[src/rtl/lcg32_core.sv]
// 32-bit linear congruential generator: loadable state register with step enable.
module lcg32_core #(
  parameter logic [31:0] MUL = 32'h41C64E6D,
  parameter logic [31:0] INC = 32'h0000_3039
) (
  input  logic        clk,
  input  logic        rst_n,
  input  logic        load,
  input  logic [31:0] seed,
  input  logic        step,
  output logic [31:0] state
);

  logic [31:0] state_nxt;

  assign state_nxt = state * MUL + INC;

  // Load has priority over step; a step advances the generator by one draw.
  always_ff @(posedge clk or negedge rst_n) begin
    if (!rst_n) begin
      state <= '0;
    end else if (load) begin
      state <= seed;
    end else if (step) begin
      state <= state_nxt;
    end
  end

endmodule

[config.mk]
export PLATFORM = sky130hd
export DESIGN_NAME = lcg32_core
export DESIGN_NICKNAME = d
export VERILOG_FILES = /design/src/rtl/lcg32_core.sv
export SDC_FILE = /design/constraint.sdc
export NUM_CORES = 1
export LEC_CHECK = 0
export ABC_AREA = 0
export BUFFER_PORTS_ARGS = -buffer_cell sky130_fd_sc_hd__buf_4
export CAP_MARGIN = 20
export CORE_ASPECT_RATIO = 0.7
export CORE_MARGIN = 4
export CORE_UTILIZATION = 40
export CTS_CLUSTER_DIAMETER = 30
export DETAILED_ROUTE_END_ITERATION = 10
export GPL_TIMING_DRIVEN = 0
export HOLD_SLACK_MARGIN = 0.06
export PLACE_DENSITY = 0.52
export RECOVER_POWER = 25
export SKIP_CTS_REPAIR_TIMING = 1
export SLEW_MARGIN = 25
export SYNTH_ARGS = -nofsm -noshare
export SYNTH_HDL_FRONTEND = slang
export SYNTH_SLANG_ARGS = --single-unit
[constraint.sdc]
create_clock -name clk -period 13.25 [get_ports clk]
set_input_delay 2.65 -clock clk [delete_from_list [all_inputs] [get_ports clk]]
set_output_delay 2.65 -clock clk [all_outputs]
set_load 0.02 [all_outputs]
==> impl_results.md <==
* Final Max Slew Viols at 33
* Layout net count at roughly 1600
* First-pass GRT wire length at about 47000 um
* Per-cell routed wire length at ~19 um
* Largest net degree at the start of global routing at 33
* Max_cap viols at 1
* # rows at 49
* Largest register FFs at 32
* Worst skew pair latency at between 0.2 and 0.3 ns
* Top post-synthesis cells by count: inv_1 (398), ha_1 (206), fa_1 (188), xnor2_1 (46), nand2_1 (38)
* # IOs at between 60 and 70
* Slowest-stage cell, CP: dfrtp_1
* H-Tree Depth at 2
* Post-synth EDFFs at 0
* Critical Path Most Common Cell: inv_1
* Critical Path Source: state[0]$_DFFE_PN0P_
* Inserted Clock Buffers at 5
* Synth Area per Inst at approximately 9.4 um^2
* Yosys top cell area share at 0.355
* Yosys cell types at 55
* Crit. End Element: register
* Die X at 203 um
* Worst r2r path cells at 24
* Reg2reg start: state[0]$_DFFE_PN0P_
* Critical Path AT at roughly 7.7 ns
* Crit path required time at ~13 ns
* Setup Skew at ~0.0036 ns
* CP max stage delay at between 0.8 and 0.9 ns
* Crit Reg-Reg Endpoint: state[23]$_DFFE_PN0P_
* Worst Path Class, Setup: reg -> reg
* Chip height at between 100 and 150 um
* Fin Hold WS at about 0.6 ns
* Antenna violations before repair at 0
* Root Driver: clkbuf_16
* Tmin final at 7.44 ns
* Worst Tran Pin Value at around 1.7 ns
* Critical Path End: state[23]$_DFFE_PN0P_
* Top cells by area, synth: fa_1 (35%), ha_1 (24%), inv_1 (14%), dfrtp_1 (7.5%), xnor2_1 (3.8%)
* Sequential cell area fraction in the yosys report at 0.0755
* Status: finished, violations left
* Vias at 7358
* Async SR Flop Fraction at 1.00
* Biggest regs: state: 32 flops
* Worst-path clk slew at about 0.050 ns
* Total track usage at 0.215
* Yosys warning count at 0
* Detail Route Antenna Nets at 0
* TritonCTS clock tree: done
* Initial core utilization at 0.410
* Final TNS setup at 0 ns
* # fillers at 2609
* Yosys reg bits at 32
* CP Max Fanout at 12
* Share of cells above drive strength 1 at 0.0757
* Cell taking the most area after synthesis: fa_1
* Hold WC Path Type: reg -> reg
* Die area at 29200 um^2
* Register-to-Register Setup Slack at about 5.8 ns
* Relative slew slack at -0.159
* Drt drc at 0
* Max Clock Freq at approximately 130 MHz
* Final Cycle Share at 0.561
* Failing checks: max-capacitance violations, max-slew violations
* Vias per cell at 4.72
* Core area at 25900 um^2
* CP Launch Type: register
* Hold Violations, Final at 0
* Largest Register: state
* Synthesized net count at between 1500 and 2000
* CTS Sinks at 32
* Cell Chain, Critical Path: inv_1 -> ha_1 -> inv_1 -> ha_1 -> inv_1 -> fa_1 -> fa_1 -> inv_1 -> ha_1 -> inv_1 -> fa_1 -> inv_1 -> fa_1 -> fa_1 -> ha_1 -> nand3_1 -> nor3b_1 -> o2111ai_2 -> a31oi_1 -> o21ai_1 -> nand2b_1 -> a21oi_1 -> or4_1 -> nand3_1
* Most common cell in the netlist: inv_1
* Placer Congestion at around 0.9
* Unrepaired setup endpoints after global routing: false
* Syn Inst Count at 1128
* WL final at around 30000 um
* CTS Buffer Depth at 2
* Seq. cell area at 801 um^2
* Area grow syn2layout at 10.2%
* Vias in the first global route at between 7000 and 8000
* Drt pass-1 iters at 4
* Area of the multi-input gates at approximately 8300 um^2
* DP Wirelength at about 27000 um
* Final setup vio count at 0
* First DRT Iteration DRCs at ~380
* IO Port Bufs at 67
* Netlist Area Pre-Place at 10600 um^2
* Ys flop type: dfrtp_1
* Ant. Diodes at 0
* Grt total ovfl at 0
==> placed cells by master (no fill, tap or decap), drive strengths merged, types with 3 or more instances in the layout <==
| cell | count |
|---|---|
| nor3 | 6 |
| nor2 | 22 |
| and2 | 4 |
| a31oi | 6 |
| mux2i | 17 |
| a21oi | 31 |
| nand2b | 4 |
| a21o | 13 |
| a22oi | 3 |
| xor2 | 13 |
| dfrtp | 32 |
| inv | 398 |
| ha | 206 |
| o21a | 3 |
| or3 | 4 |
| fa | 188 |
| a211oi | 3 |
| xnor2 | 46 |
| clkbuf | 14 |
| nand2 | 38 |
| buf | 71 |
| o21ai | 45 |
| nand3 | 3 |
==> layout make-up <==
class | instances | area share
clock inverter | 1 | 0.000428
multi-input combinational | 686 | 0.707
clock buffer | 6 | 0.0110
sequential | 32 | 0.0685
tap | 357 | 0.0382
timing repair buffer | 67 | 0.0427
buffer | 12 | 0.00450
inverter | 398 | 0.128
==> layer usage <==
layer / global-route usage / vias up / wire, um
met4: 0.0221 / 0 / 129
met5: 0 / - / 0
met1: 0.350 / 3625 / 15900
met2: 0.297 / 169 / 11500
li1: - / 3553 / -
met3: 0.0480 / 11 / 1980
==> worst max-delay path, delay by kind of cell, from the launching register on <==
family	cells	cell delay, ns
adders and majority gates	9	3.81
and+or+nand+nor	5	1.00
DFF	1	0.88
buffers and inverters	6	0.84
AOI/OAI and AO/OA	4	0.81
==> through the flow <==
| stage | instances | utilization | area [um^2] | worst slack (ns) |
|---|---|---|---|---|
| floorplan | 1128 | - | 10600 | 6.84 |
| global placement | 1552 | 0.447 | 11600 | 5.82 |
| detailed placement | 1552 | 0.447 | 11600 | 5.80 |
| CTS | 1559 | 0.452 | 11700 | 5.76 |
| global route | 1559 | 0.452 | 11700 | 5.46 |
| finish | 1559 | 0.452 | 11700 | 5.81 |
==> cell families (layout without fill, tap and decap cells) <==
group                      Yosys count  after routing  synth area share
buffers and inverters              410            484             0.146
adders and majority gates          394            394             0.598
AOI/OAI and AO/OA                  123            123            0.0754
and+or+nand+nor                     92             92            0.0396
xor gates and xnor gates            59             59            0.0487
DFF                                 32             32            0.0755
muxes                               18             18            0.0171
==> worst min-delay path by stage <==
stage                                      from               endpoint  slack [ns]  cells past startpoint
after floorplan           state[31]$_DFFE_PN0P_  state[31]$_DFFE_PN0P_        0.64                      2
after global placement    state[31]$_DFFE_PN0P_  state[31]$_DFFE_PN0P_        0.60                      2
after detailed placement  state[31]$_DFFE_PN0P_  state[31]$_DFFE_PN0P_        0.60                      2
after CTS                 state[31]$_DFFE_PN0P_  state[31]$_DFFE_PN0P_        0.61                      2
after global routing      state[31]$_DFFE_PN0P_  state[31]$_DFFE_PN0P_        0.63                      2
final                     state[31]$_DFFE_PN0P_  state[31]$_DFFE_PN0P_        0.62                      2
Power is not shown: default switching activity piles up to over one toggle a cycle in this logic, so the estimate is an artifact.
